File: config.mk
export PLATFORM = sky130hd
export DESIGN_NAME = csi_rx_skew_calib
export DESIGN_NICKNAME = d
export VERILOG_FILES = /design/src/rtl/csi_rx_skew_calib.sv
export SDC_FILE = /design/constraint.sdc
export NUM_CORES = 1
export LEC_CHECK = 0
export ABC_AREA = 1
export CAP_MARGIN = 5
export CORE_MARGIN = 2
export CORE_UTILIZATION = 54
export CTS_BUF_LIST = sky130_fd_sc_hd__clkbuf_4 sky130_fd_sc_hd__clkbuf_8
export DETAILED_ROUTE_END_ITERATION = 8
export PLACE_DENSITY = 0.74
export SLEW_MARGIN = 20
export SYNTH_ARGS = -nofsm -noshare
export SYNTH_HDL_FRONTEND = slang
export SYNTH_SLANG_ARGS = --single-unit
File: constraint.sdc
create_clock -name clock -period 7 [get_ports clock]
set_clock_uncertainty 0.1 [all_clocks]
set_input_delay 1.4 -clock clock [delete_from_list [all_inputs] [get_ports clock]]
set_output_delay 1.4 -clock clock [all_outputs]
set_load 0.005 [all_outputs]
File: src/rtl/csi_rx_skew_calib.sv
// Purpose : per-lane IDELAY tap sweep for the 2-lane CSI-2 Rx; picks the centre of the longest passing tap window.
// Latency : 64 * (3 + SETTLE_CYCLES + OBSERVE_CYCLES) + 4 cycles from start to the done pulse.
// Backpres: none; start is ignored unless idle, byte_valid is only looked at while observing a tap.
module csi_rx_skew_calib #(
    parameter int SETTLE_CYCLES  = 16,
    parameter int OBSERVE_CYCLES = 1024,
    parameter int MIN_VALID      = 256,
    parameter int DEFAULT_TAP    = 0
) (
    input  logic       clock,
    input  logic       reset_n,
    input  logic       start,
    input  logic [1:0] byte_valid,
    output logic [4:0] skew_d0,
    output logic [4:0] skew_d1,
    output logic       load,
    output logic       busy,
    output logic       done,
    output logic [1:0] cal_error,
    output logic [5:0] win_len_d0,
    output logic [5:0] win_len_d1
);

    // Valid counter must hold OBSERVE_CYCLES itself; the shared timer must reach either phase length.
    localparam int CW = $clog2(OBSERVE_CYCLES + 1);
    localparam int TW = (SETTLE_CYCLES > OBSERVE_CYCLES) ? $clog2(SETTLE_CYCLES + 1)
                                                         : $clog2(OBSERVE_CYCLES + 1);

    localparam logic [TW-1:0] SETTLE_LAST = TW'((SETTLE_CYCLES > 0) ? SETTLE_CYCLES - 1 : 0);
    localparam logic [TW-1:0] OBS_LAST    = TW'(OBSERVE_CYCLES - 1);
    localparam logic [CW-1:0] OBS_MAX     = CW'(OBSERVE_CYCLES);
    localparam logic [CW-1:0] MIN_CNT     = CW'(MIN_VALID);
    localparam logic [4:0]    DEF_TAP     = 5'(DEFAULT_TAP);

    typedef enum logic [3:0] {
        S_IDLE,
        S_SET,
        S_LOAD,
        S_SETTLE,
        S_OBSERVE,
        S_EVAL,
        S_PICK,
        S_APPLY,
        S_DONE
    } state_t;

    state_t          state;
    logic            lane;
    logic [4:0]      tap;
    logic [TW-1:0]   timer;
    logic [CW-1:0]   valid_cnt;

    // Run tracker: current passing run and best closed run for the lane being swept.
    logic [4:0]      cur_start;
    logic [5:0]      cur_len;
    logic [4:0]      best_start;
    logic [5:0]      best_len;

    logic            tap_pass;
    logic [5:0]      run_len;
    logic [4:0]      run_start;
    logic [5:0]      cand_len;
    logic [4:0]      cand_start;
    logic            run_closes;
    logic [4:0]      center;

    // Score the tap just observed and work out what the tracker would look like after it.
    always_comb begin
        tap_pass   = (valid_cnt >= MIN_CNT);
        run_len    = tap_pass ? (cur_len + 6'd1) : 6'd0;
        run_start  = (tap_pass && (cur_len == 6'd0)) ? tap : cur_start;
        // A failing tap closes the run that ended before it; the last tap also closes a run still in progress.
        cand_len   = tap_pass ? run_len   : cur_len;
        cand_start = tap_pass ? run_start : cur_start;
        run_closes = !tap_pass || (tap == 5'd31);
        // Lower-middle tap of the window: start + floor((len-1)/2); never leaves 0..31.
        center     = best_start + 5'((best_len - 6'd1) >> 1);
    end

    // Calibration sequencer with registered outputs.
    always_ff @(posedge clock or negedge reset_n) begin
        if (!reset_n) begin
            state      <= S_IDLE;
            lane       <= 1'b0;
            tap        <= 5'd0;
            timer      <= '0;
            valid_cnt  <= '0;
            cur_start  <= 5'd0;
            cur_len    <= 6'd0;
            best_start <= 5'd0;
            best_len   <= 6'd0;
            skew_d0    <= DEF_TAP;
            skew_d1    <= DEF_TAP;
            load       <= 1'b0;
            busy       <= 1'b0;
            done       <= 1'b0;
            cal_error  <= 2'b00;
            win_len_d0 <= 6'd0;
            win_len_d1 <= 6'd0;
        end else begin
            case (state)
                S_IDLE: begin
                    if (start) begin
                        cal_error  <= 2'b00;
                        win_len_d0 <= 6'd0;
                        win_len_d1 <= 6'd0;
                        lane       <= 1'b0;
                        tap        <= 5'd0;
                        cur_start  <= 5'd0;
                        cur_len    <= 6'd0;
                        best_start <= 5'd0;
                        best_len   <= 6'd0;
                        busy       <= 1'b1;
                        state      <= S_SET;
                    end
                end

                S_SET: begin
                    if (lane) begin
                        skew_d1 <= tap;
                    end else begin
                        skew_d0 <= tap;
                    end
                    load  <= 1'b1;
                    state <= S_LOAD;
                end

                S_LOAD: begin
                    load      <= 1'b0;
                    timer     <= '0;
                    valid_cnt <= '0;
                    state     <= (SETTLE_CYCLES == 0) ? S_OBSERVE : S_SETTLE;
                end

                S_SETTLE: begin
                    if (timer == SETTLE_LAST) begin
                        timer <= '0;
                        state <= S_OBSERVE;
                    end else begin
                        timer <= timer + TW'(1);
                    end
                end

                S_OBSERVE: begin
                    if (byte_valid[lane] && (valid_cnt != OBS_MAX)) begin
                        valid_cnt <= valid_cnt + CW'(1);
                    end
                    if (timer == OBS_LAST) begin
                        timer <= '0;
                        state <= S_EVAL;
                    end else begin
                        timer <= timer + TW'(1);
                    end
                end

                S_EVAL: begin
                    cur_len   <= run_len;
                    cur_start <= run_start;
                    // Strictly longer only, so the lowest-start window wins a tie.
                    if (run_closes && (cand_len > best_len)) begin
                        best_len   <= cand_len;
                        best_start <= cand_start;
                    end
                    if (tap == 5'd31) begin
                        state <= S_PICK;
                    end else begin
                        tap   <= tap + 5'd1;
                        state <= S_SET;
                    end
                end

                S_PICK: begin
                    if (best_len != 6'd0) begin
                        if (lane) begin
                            skew_d1    <= center;
                            win_len_d1 <= best_len;
                        end else begin
                            skew_d0    <= center;
                            win_len_d0 <= best_len;
                        end
                    end else begin
                        if (lane) begin
                            skew_d1 <= DEF_TAP;
                        end else begin
                            skew_d0 <= DEF_TAP;
                        end
                        cal_error[lane] <= 1'b1;
                    end
                    if (!lane) begin
                        // Lane 0 result stays applied while lane 1 is swept.
                        lane       <= 1'b1;
                        tap        <= 5'd0;
                        cur_start  <= 5'd0;
                        cur_len    <= 6'd0;
                        best_start <= 5'd0;
                        best_len   <= 6'd0;
                        state      <= S_SET;
                    end else begin
                        load  <= 1'b1;
                        state <= S_APPLY;
                    end
                end

                S_APPLY: begin
                    load  <= 1'b0;
                    done  <= 1'b1;
                    state <= S_DONE;
                end

                S_DONE: begin
                    done  <= 1'b0;
                    busy  <= 1'b0;
                    state <= S_IDLE;
                end

                default: begin
                    load  <= 1'b0;
                    done  <= 1'b0;
                    busy  <= 1'b0;
                    state <= S_IDLE;
                end
            endcase
        end
    end

endmodule

# Word level (Yosys, flattened, before mapping)
# Cells that the tools add are included.
# word_totals
regBits	81
inputBits	5
output_inout_bits	27
elab_cells	140
# classes
add_sub_neg	6
n_lt_le_gt_ge	4
eq_ne	24
mux	56
n_bitwise	3
reduce_logical	30
# ops
cell	n
two-way mux 5 bit	13
two-way mux 6 bit	9
one-hot mux 5 bit (3 select lines)	3
one-hot mux 6 bit (3 select lines)	2
two-way mux 11 bit	3
one-hot mux 11 bit (3 select lines)	1
one-hot mux 4 bit (8 select lines)	1
inequality test 2 bit (second input constant)	12
one-hot mux 6 bit (2 select lines)	2
adder 11 x 1 -> 11 bit (second input constant)	2
one-hot mux 11 bit (2 select lines)	1
one-hot mux 5 bit (2 select lines)	2
equality test 4 x 3 -> 1 bit (second input constant)	4
AND reduction 4 bit	4
AND reduction 3 bit	5
OR reduction 7 bit	2
two-way mux 4 bit	3
equality test 11 x 10 -> 1 bit (second input constant)	1
equality test 11 x 4 -> 1 bit (second input constant)	1
>= comparator 11 x 9 -> 1 bit (second input constant)	1
inequality test 11 bit (second input constant)	1
equality test 4 x 2 -> 1 bit (second input constant)	2
AND reduction 2 bit	4
adder 6 x 1 -> 6 bit (second input constant)	1
27 further kinds	43

# Logic depth before layout (Yosys ltp)
# Gate-level depths: netlist (run 1).
# logic_depth
depth_word	7
ltp_mapped	18
ltp_nobuf	17

# Worst setup path before layout (run 1)
# OpenSTA, ideal clock, no wires.
# synth_path
kind	input -> register
start	in start
end	reg best_len[2]
setup_time_ns	0.117
arrival_time_ns	2.142
required_ns	6.783
slack_ns	4.641
cell_stages	8
n_path_buf	1
cell_sequence	inv_1 nand3_1 nand2_2 nor2_4 nand2_2 buf_6 nand2_1 nand2_1
# synth_between
elab_chain_len	2
# synth_lines
item	line_no	rtl
start, declared	12	input logic start,
inequality test 2 bit (no source line)	-	
AND reduction 4 bit (no source line)	-	
end signal, assigned	161	best_len <= cand_len;
end, declared	57	logic [5:0] best_len;
# Every way passes these cells.
# A chain may end at the register's enable or synchronous reset.

# Worst setup path in the final report (run 1)
# layout_path
start	reg valid_cnt[8]
end	reg best_start[2]
# layout_between
elab_chain_len	7
word_cells_on_any_way	14
classes_between	order compare: 2; eq/ne: 1; mux: 6; reduce/logical: 5
# layout_lines
item	line_no	rtl
start, declared	51	logic [CW-1:0] valid_cnt;
start signal, assigned	146	valid_cnt <= valid_cnt + CW'(1);
>= comparator 11 x 9 -> 1 bit *	69	tap_pass = (valid_cnt >= MIN_CNT);
two-way mux 6 bit	70	run_len = tap_pass ? (cur_len + 6'd1) : 6'd0;
two-way mux 6 bit	73	cand_len = tap_pass ? run_len : cur_len;
greater-than comparator 6 bit	160	if (run_closes && (cand_len > best_len)) begin
logical AND 1 bit	160	
inequality test 2 bit (no source line)	-	
AND reduction 4 bit (no source line)	-	
end signal, assigned	162	best_start <= cand_start;
end, declared	56	logic [4:0] best_start;
# Mark *: on every way between the ends. The rest lies on a longest branch, timed or not. The select of a mux whose other input is x is not followed.

==> flow_summary.ini, run 1 <==
[worst_setup_path]
timing.critical_path.to_type = register
worstPathCellList = inv_1, nand3_1, nand3_1, o21ai_0, ha_1, nand2_1, nor2_1, o21ai_0, nand3_1, nand2_1, nand2_1, nand2_2, nand2_1, nand2_1
cp_common_cell = sky130_fd_sc_hd__nand2_1
critical_path.max_fanout = 13
timing.critical_path.required_ps = 7160
cp_slowest_cell = sky130_fd_sc_hd__nand3_1
critical_path_class = register to register
worst-endpoint-arrival_ps = 3150
worstSetupStartpointType = register
crit_buf_inv = 1
critPathMaxStageDelay_ps = 430
critical_path.top_delay_family = simple AND/OR/NAND/NOR gates

[clock_network]
numCtsBuffers = 9
worstSkewPairLatency_ps = 360
cts_root_buffer = sky130_fd_sc_hd__clkbuf_8
postCtsSetupRepairBufs = 0
cts_repair_resize_count = 0
holdBufCountCts = 0
cts.reportedPaths.clkPinSlew_ps = 90
cts_tree = built
htreeDepth = 3
cts.sink_count = 81
max-clock-path-buffers = 2

[route]
drt_pass1_iterations = 5
vias = 3945
wirelength_um = 9848
final_antenna_net_count = 0
drc = 0
drt_first_iter_violations = 167
post_drt_wl_per_cell_um = 13.42
vias_per_cell = 5.375

[placed_design]
hpwl_um = 7300
port_buffers = 31
place_area_mm2 = 0.004937
place.gp.congestion = 0.9183
place_worst_setup_slack_ps = 3868
dp.cells = 718

[finish]
fin_cells = 734
antenna-diode-count = 0
commonest_cells_after_routing_fill_and_taps_aside = 188 x sky130_fd_sc_hd__nand2_1, 81 x sky130_fd_sc_hd__dfrtp_1, 58 x sky130_fd_sc_hd__o21ai_0
layout.core_utilization_pct = 62.42
final_nets = 649
fraction_of_layout_instances_using_a_drive_strength_above_1_pct = 6.995
area_delta_synth_final_pct = 12.27
mostFrequentLayoutCell = sky130_fd_sc_hd__nand2_1
fillerInstances = 730
final_cell_area_mm2 = 0.005129

[grt]
antenna_found_initial = 0
grt_pass1_wl_um = 16700
grt_use_total_pct = 23.18
grt_max_degree = 82
overflow = 0
grt_pass1_vias = 3672

[sta]
tightestPinTransition_ps = 729.1
finalWorstPathRequiredPeriod_ps = 2989
fin_crit_sh_pct = 42.70
finalSetupViolCount = 0
totalNegativeSetupSlack_ps = 0
finalHoldViolCount = 0
layout_setup_ws_ps = 4011
max_freq_ghz = 0.3346
rsz_0062_raised_after_global_routing = false
final-max-slew-violation-count = 0
max-slew-margin-rel_pct = 51.39

[synthesis]
post_synth.cell_area_avg_um2 = 7.729
synth_fp_nets = 616
syn_area_mm2 = 0.004568
synth-warning-count = 0
synthDistinctLibCells = 31
synth_enable_flop_cells = 0
count_of_mapped_cells_out_of_synthesis = 591
ys_async_sr_fraction_pct = 100.0
ys.flop_type = sky130_fd_sc_hd__dfrtp_1
ys_seq_area_share_pct = 44.37
postSynthRegisterBits = 81

[die]
initial_utilization_pct = 55.60
boundary_pins = 32
die-height_um = 95.98
floorplan.rows = 33
die-width_um = 95.98
placeableCoreArea_mm2 = 0.008217
floorplan.die_area_mm2 = 0.009211

[power_and_ir_drop]
sw_power_uw = 241.6
comb_power_share_pct = 6.2
power.density_cell_area_mw_per_mm2 = 171.1
vdd_drop_max_mv = 0.1027
power.share.clock_pct = 37.4
p_sw_share_pct = 27.53
sequentialPowerShare_pct = 56.3
power.internal_uw = 635.9
cellLeakagePower_uw = 0.002459

[status]
run_status = completed

[run]
max_cap_viol_count = 0

[min_path]
worst_min_delay_path_class = register to register
## tightest hold or removal path, stage by stage (launching register included)
cell and delay (ps):
sky130_fd_sc_hd__dfrtp_1 360, sky130_fd_sc_hd__nand2_1 50, sky130_fd_sc_hd__nand2_1 50
## path summary, 6_finish.rpt
kind                              start            end  slack (ps)  cells past startpoint
setup / recovery           valid_cnt[8]  best_start[2]        4010                     14
max in group asynchronous       reset_n    best_len[3]        5330                      1
setup reg to reg           valid_cnt[8]  best_start[2]        4010                     14
min in group asynchronous       reset_n       timer[5]         960                      1
hold reg to reg              skew_d0[4]     skew_d0[4]         390                      2
hold / removal               skew_d0[4]     skew_d0[4]         390                      2
## layout make-up
type	instances	area, um2	share of cell area (%)
clock buffer	9	123.9	2.415
multi-input combinational	441	2246	43.79
timing repair buffer	31	311.5	6.075
clock inverter	7	63.81	1.244
inverter	60	225.2	4.391
tap	105	131.4	2.562
sequential	81	2027	39.52
## power by group through the flow
stage | Combinational [uW] | Sequential, uW | Clock [uW]
floorplan | 38.0 | 499 | 0
global placement | 53.2 | 503 | 0
detailed placement | 54.9 | 504 | 0
CTS | 55.2 | 494 | 334
global route | 62.8 | 496 | 356
finish | 54.8 | 494 | 328
## registers in the layout, indices dropped and copies added (netlist names), 2 cells and up
| signal | cells |
|---|---|
| cur_len | 6 |
| win_len_d0 | 6 |
| cur_start | 5 |
| tap | 5 |
| skew_d0 | 5 |
| best_len | 6 |
| skew_d1 | 5 |
| valid_cnt | 11 |
| best_start | 5 |
| state | 4 |
| timer | 11 |
| win_len_d1 | 6 |
| cal_error | 2 |
## per-stage QoR
step           power (uW)  hold slack, ps
5_1_grt             914.7           415.4
4_1_cts             883.6           395.1
2_1_floorplan       537.5           348.3
6_report            877.5           388.9
3_5_place_dp        558.4           371.1
3_3_place_gp        556.3           366.2
## per-layer routing
metal / vias to the layer above / part of all wire, % / global-route usage (%)
met3: 10 / 4.4 / 5.482
met1: 1853 / 46 / 31.51
li1: 1978 / - / -
met2: 104 / 49 / 38.00
met5: - / 0 / 0
met4: 0 / 0.79 / 5.000
## cell usage after synthesis, types with 5 or more instances
cell type                   n  area [um2]
sky130_fd_sc_hd__dfrtp_1   81        2027
sky130_fd_sc_hd__nor2_1    45       168.9
sky130_fd_sc_hd__ha_1      19       237.7
sky130_fd_sc_hd__o21ai_0   58       290.3
sky130_fd_sc_hd__nand3_1   48       240.2
sky130_fd_sc_hd__a21oi_1    7       35.03
sky130_fd_sc_hd__nand2_1  188       705.7
sky130_fd_sc_hd__nor3_1    10       50.05
sky130_fd_sc_hd__nor2_4     6       67.56
sky130_fd_sc_hd__nand2_2    8       50.05
sky130_fd_sc_hd__nand4_1   12       75.07
sky130_fd_sc_hd__o22ai_1    5       31.28
sky130_fd_sc_hd__inv_1     56       210.2
sky130_fd_sc_hd__xor2_1    15       131.4
## cells by family after synthesis
kind of cell	count (synthesis)	synth area share, %
xor+xnor	18	3.451
simple gates	325	31.11
buf+inv	69	6.464
flops	81	44.37
compound gates	78	8.957
fa+ha+maj	20	5.642
No activity file was read; power rests on OpenSTA's default activity.
==> inputs of run 2 (changes only) <==
- clock period: 7 -> 3 ns (I/O delays scaled with it)
==> flow_summary.ini, run 2 (synthesis gave the netlist of run 1 again) <==
[grt]
grt_pass1_wl_um = 17020
grt_max_degree = 44
grt_use_total_pct = 23.76
overflow = 0
grt_pass1_vias = 3697
antenna_found_initial = 0

[power_and_ir_drop]
p_sw_share_pct = 27.20
sw_power_uw = 554.2
power.internal_uw = 1483
power.share.clock_pct = 36.9
power.density_cell_area_mw_per_mm2 = 395.3
sequentialPowerShare_pct = 56.6
comb_power_share_pct = 6.5
cellLeakagePower_uw = 0.002475
vdd_drop_max_mv = 0.2533

[die]
floorplan.rows = 33
placeableCoreArea_mm2 = 0.008217
die-width_um = 95.98
floorplan.die_area_mm2 = 0.009211
die-height_um = 95.98
boundary_pins = 32
initial_utilization_pct = 55.60

[worst_setup_path]
critical_path.max_fanout = 13
timing.reg2reg.worst_path_depth = 14
worstPathCellList = inv_1, nand3_2, nand3_1, o21ai_0, ha_1, nand2_1, nor2_1, o21ai_0, nand3_1, nand2_1, nand2_1, nand2_2, nand2_1, nand2_1
worst_r2r_startpoint = valid_cnt[8]
setup.reg_to_reg.worst_slack_ps = 300
critical_path_class = register to register
cp_common_cell = sky130_fd_sc_hd__nand2_1
timing.critical_path.to_type = register
worstSetupStartpointType = register
worst-endpoint-arrival_ps = 2850
timing.rr.end = best_start[0]
cp_slowest_cell = sky130_fd_sc_hd__dfrtp_1
critPathMaxStageDelay_ps = 410
timing.critical_path.required_ps = 3160

[sta]
finalWorstPathRequiredPeriod_ps = 2696
final-max-slew-violation-count = 0
rsz_0062_raised_after_global_routing = false
fin_crit_sh_pct = 89.87
tightestPinTransition_ps = 561.6
finalHoldViolCount = 0
totalNegativeSetupSlack_ps = 0
max_freq_ghz = 0.3709
finalSetupViolCount = 0
max-slew-margin-rel_pct = 62.44

[finish]
final_cell_area_mm2 = 0.005154
antenna-diode-count = 0
fraction_of_layout_instances_using_a_drive_strength_above_1_pct = 7.448
commonest_cells_after_routing_fill_and_taps_aside = 188 x sky130_fd_sc_hd__nand2_1, 81 x sky130_fd_sc_hd__dfrtp_1, 58 x sky130_fd_sc_hd__o21ai_0
mostFrequentLayoutCell = sky130_fd_sc_hd__nand2_1
area_delta_synth_final_pct = 12.82
layout_top_registers = timer x11, valid_cnt x11
final_nets = 651
fillerInstances = 713

[route]
detailroute.wirelength.met3_um = 404
drc = 0
wl_met1_um = 4562
drt_first_iter_violations = 227
vias_per_cell = 5.389
final_antenna_net_count = 0
post_drt_wl_per_cell_um = 13.47
vias = 3966
met2_wirelength_um = 4831
drt_pass1_iterations = 5
top_layer = met4
wirelength_um = 9911

[clock_network]
cts_tree = built
numCtsBuffers = 9
cts_root_buffer = sky130_fd_sc_hd__clkbuf_8
worstSkewPairLatency_ps = 370
htreeDepth = 3
cts.reportedPaths.clkPinSlew_ps = 90
max-clock-path-buffers = 2
holdBufCountCts = 0
cts.sink_count = 81

[min_path]
worst_min_delay_path_class = input pin to asynchronous set/reset pin

[placed_design]
place.gp.congestion = 0.9553
hpwl_um = 7467
place_area_mm2 = 0.004965
port_buffers = 31

[status]
run_status = completed

[run]
max_cap_viol_count = 0
## run 2: changes by cell type in the layout (fill, tap and decap cells not counted)
cell,delta
sky130_fd_sc_hd__clkinv_4,-2
sky130_fd_sc_hd__buf_12,+1
sky130_fd_sc_hd__inv_6,+2
sky130_fd_sc_hd__nand3_2,+1
sky130_fd_sc_hd__inv_8,-1
sky130_fd_sc_hd__buf_4,+2
sky130_fd_sc_hd__clkinvlp_4,+1
sky130_fd_sc_hd__buf_6,-1
sky130_fd_sc_hd__nand3_1,-1
## run 2: worst max-delay path, delay by kind of cell (launching register included)
| kind | cells | cell delay (ps) |
|---|---|---|
| flops | 1 | 410 |
| compound gates | 2 | 260 |
| buf+inv | 1 | 160 |
| fa+ha+maj | 1 | 330 |
| simple gates | 10 | 1350 |
## run 2: metal layers
metal | GRT usage [%] | up-vias
li1 | - | 1987
met1 | 30.59 | 1877
met2 | 40.73 | 92
met3 | 4.385 | 10
met4 | 7.262 | 0
met5 | 0 | -
## run 2: how the worst max path moves through the flow
stage | startpoint | end | slack [ps]
2_1_floorplan | valid_cnt[8] | best_len[2] | 650
3_3_place_gp | valid_cnt[8] | best_len[0] | 320
3_5_place_dp | valid_cnt[8] | best_start[0] | 150
4_1_cts | valid_cnt[8] | best_start[0] | 140
5_1_grt | valid_cnt[8] | best_len[1] | 90
6_report | valid_cnt[8] | best_start[0] | 300
## run 2: layout make-up
type,count,area [um2],area share [%]
multi-input combinational,441,2251,43.68
sequential,81,2027,39.33
timing repair buffer,33,335.3,6.506
inverter,60,225.2,4.370
tap,105,131.4,2.549
clock buffer,9,123.9,2.404
clock inverter,7,60.06,1.165
## run 2: timing repair
action                                  4_1_cts  5_1_grt
resized for setup                             0        1
setup buffers                                 0        0
endpoints found under the setup margin        0       11
## run 2: power groups by stage
stage | combinational, uW | clock, uW | sequential, uW
2_1_floorplan | 88.8 | 0 | 1170
3_3_place_gp | 129 | 0 | 1170
3_5_place_dp | 135 | 0 | 1170
4_1_cts | 135 | 779 | 1150
5_1_grt | 155 | 818 | 1160
6_report | 132 | 751 | 1150
## run 2: through the flow
stage | worst slack [ps] | power (uW) | hold WS [ps] | std cells | util [%]
after floorplan | 653.9 | 1254 | 204.4 | 591 | -
after global placement | 321.7 | 1303 | 365.4 | 720 | 60.42
after detailed placement | 153.9 | 1310 | 365.9 | 720 | 60.42
after CTS | 140.2 | 2067 | 110.0 | 736 | 62.66
after global routing | 91.24 | 2131 | 140.7 | 736 | 62.72
final | 304.0 | 2037 | 104.7 | 736 | 62.72
==> inputs of run 3 (changes only) <==
- CELL_PAD_IN_SITES_DETAIL_PLACEMENT: default -> 1
- CELL_PAD_IN_SITES_GLOBAL_PLACEMENT: default -> 1
- CORE_UTILIZATION: 54 -> 46
- PLACE_DENSITY: 0.74 -> default
- PLACE_DENSITY_LB_ADDON: default -> 0.1
==> flow_summary.ini, run 3 (synthesis gave the netlist of run 1 again) <==
[power_and_ir_drop]
power.internal_uw = 1493
power.density_cell_area_mw_per_mm2 = 392.5
cellLeakagePower_uw = 0.002476
sw_power_uw = 546.3
comb_power_share_pct = 6.8
vdd_drop_max_mv = 0.2105
sequentialPowerShare_pct = 56.8
p_sw_share_pct = 26.79
power.share.clock_pct = 36.5

[route]
drt_first_iter_violations = 154
vias_per_cell = 5.264
vias = 4032
final_antenna_net_count = 0
post_drt_wl_per_cell_um = 15.74
drc = 0
drt_pass1_iterations = 5
wirelength_um = 12060

[min_path]
worst_min_delay_path_class = input pin to asynchronous set/reset pin

[sta]
tightestPinTransition_ps = 737.6
finalHoldViolCount = 0
finalWorstPathRequiredPeriod_ps = 2595
finalSetupViolCount = 0
max_freq_ghz = 0.3853
rsz_0062_raised_after_global_routing = false
final-max-slew-violation-count = 0
fin_crit_sh_pct = 86.51
totalNegativeSetupSlack_ps = 0
max-slew-margin-rel_pct = 50.82

[clock_network]
cts.reportedPaths.clkPinSlew_ps = 80
cts_tree = built
htreeDepth = 3
postCtsSetupRepairBufs = 0
cts_root_buffer = sky130_fd_sc_hd__clkbuf_8
cts_repair_resize_count = 0
holdBufCountCts = 0
worstSkewPairLatency_ps = 360
cts.sink_count = 81
numCtsBuffers = 9
max-clock-path-buffers = 2

[worst_setup_path]
timing.reg2reg.worst_path_depth = 15
worst-endpoint-arrival_ps = 2750
worstSetupStartpointType = register
timing.critical_path.required_ps = 3160
critical_path_class = register to register
timing.critical_path.to_type = register
critical_path.max_fanout = 13

[placed_design]
place.gp.congestion = 0.8682
port_buffers = 31
hpwl_um = 9351
dp.cells = 750

[grt]
grt_pass1_wl_um = 21000
overflow = 0
antenna_found_initial = 0
grt_use_total_pct = 24.06
grt_max_degree = 55
grt_pass1_vias = 4244

[finish]
antenna-diode-count = 0
commonest_cells_after_routing_fill_and_taps_aside = 188 x sky130_fd_sc_hd__nand2_1, 81 x sky130_fd_sc_hd__dfrtp_1, 58 x sky130_fd_sc_hd__o21ai_0
fraction_of_layout_instances_using_a_drive_strength_above_1_pct = 7.583
layout_top_registers = timer x11, valid_cnt x11
mostFrequentLayoutCell = sky130_fd_sc_hd__nand2_1
fillerInstances = 1210
area_delta_synth_final_pct = 13.72
fin_cells = 766
final_nets = 653

[die]
initial_utilization_pct = 47.17
floorplan.rows = 36
placeableCoreArea_mm2 = 0.009684
die-height_um = 103.7
boundary_pins = 32
die-width_um = 103.7
floorplan.die_area_mm2 = 0.01074

[status]
run_status = completed

[run]
max_cap_viol_count = 0
run 3: changes by cell type in the layout (fill, tap and decap cells not counted):
cell | previous run | this run
sky130_fd_sc_hd__nand3_2 | 2 | 1
sky130_fd_sc_hd__clkinv_4 | 2 | 1
sky130_fd_sc_hd__clkbuf_8 | 9 | 10
sky130_fd_sc_hd__inv_6 | 4 | 1
sky130_fd_sc_hd__nand3_1 | 47 | 48
sky130_fd_sc_hd__buf_4 | 2 | 4
sky130_fd_sc_hd__clkinvlp_4 | 1 | 2
sky130_fd_sc_hd__clkinv_2 | 0 | 2
run 3: metal layers:
layer | track usage [%] | vias up | part of all wire [%]
met4 | 7.722 | 0 | 1.3
met1 | 32.44 | 1985 | 48
met5 | 0 | - | 0
met2 | 40.68 | 47 | 48
li1 | - | 1988 | -
met3 | 2.769 | 12 | 1.9
run 3: worst max-delay path, stage by stage (launching register included):
cell and delay (ps):
sky130_fd_sc_hd__dfrtp_1 410, sky130_fd_sc_hd__inv_1 130, sky130_fd_sc_hd__nand3_1 100, sky130_fd_sc_hd__buf_4 190, sky130_fd_sc_hd__nand3_1 100, sky130_fd_sc_hd__o21ai_0 120, sky130_fd_sc_hd__ha_1 330, sky130_fd_sc_hd__nand2_1 70
sky130_fd_sc_hd__nor2_1 140, sky130_fd_sc_hd__o21ai_0 110, sky130_fd_sc_hd__nand3_1 80, sky130_fd_sc_hd__nand2_1 80, sky130_fd_sc_hd__nand2_1 180, sky130_fd_sc_hd__nand2_2 180, sky130_fd_sc_hd__nand2_1 110, sky130_fd_sc_hd__nand2_1 50
run 3: layout make-up:
cell class | count | area [um2] | share of cell area, %
Inverter | 60 | 225.2 | 4.335
Timing Repair Buffer | 35 | 350.3 | 6.744
Clock buffer | 10 | 137.6 | 2.649
Clock inverter | 6 | 42.54 | 0.8189
Multi-Input combinational cell | 441 | 2246 | 43.23
Tap cell | 133 | 166.4 | 3.203
Sequential cell | 81 | 2027 | 39.02
run 3: power groups by stage:
stage | combinational (uW) | sequential (uW) | clock [uW]
after floorplan | 88.8 | 1170 | 0
after detailed placement | 139 | 1180 | 0
after global routing | 165 | 1170 | 812
after CTS | 140 | 1160 | 762
after global placement | 132 | 1180 | 0
final | 138 | 1160 | 743
run 3: worst paths after layout:
| path | from | to | slack [ps] |
|---|---|---|---|
| max in group asynchronous | reset_n | cur_start[0] | 2010 |
| min in group clock | skew_d0[1] | skew_d0[1] | 380 |
| worst max register to register | valid_cnt[9] | best_start[4] | 400 |
| worst min register to register | skew_d0[1] | skew_d0[1] | 380 |
| worst min-delay path | reset_n | valid_cnt[4] | 190 |
| worst max-delay path | valid_cnt[9] | best_start[4] | 400 |
run 3: stage by stage:
stage | hold WS [ps] | setup slack [ps] | utilization [%] | instance area, um2 | power [uW]
floorplan | 204.4 | 653.9 | - | 4568 | 1254
global placement | 363.3 | 612.7 | 51.78 | 5015 | 1310
detailed placement | 366.6 | 420.1 | 51.78 | 5015 | 1321
CTS | 209.6 | 391.8 | 53.64 | 5195 | 2062
global route | 238.2 | 101.2 | 53.64 | 5195 | 2144
finish | 192.4 | 404.6 | 53.64 | 5195 | 2039
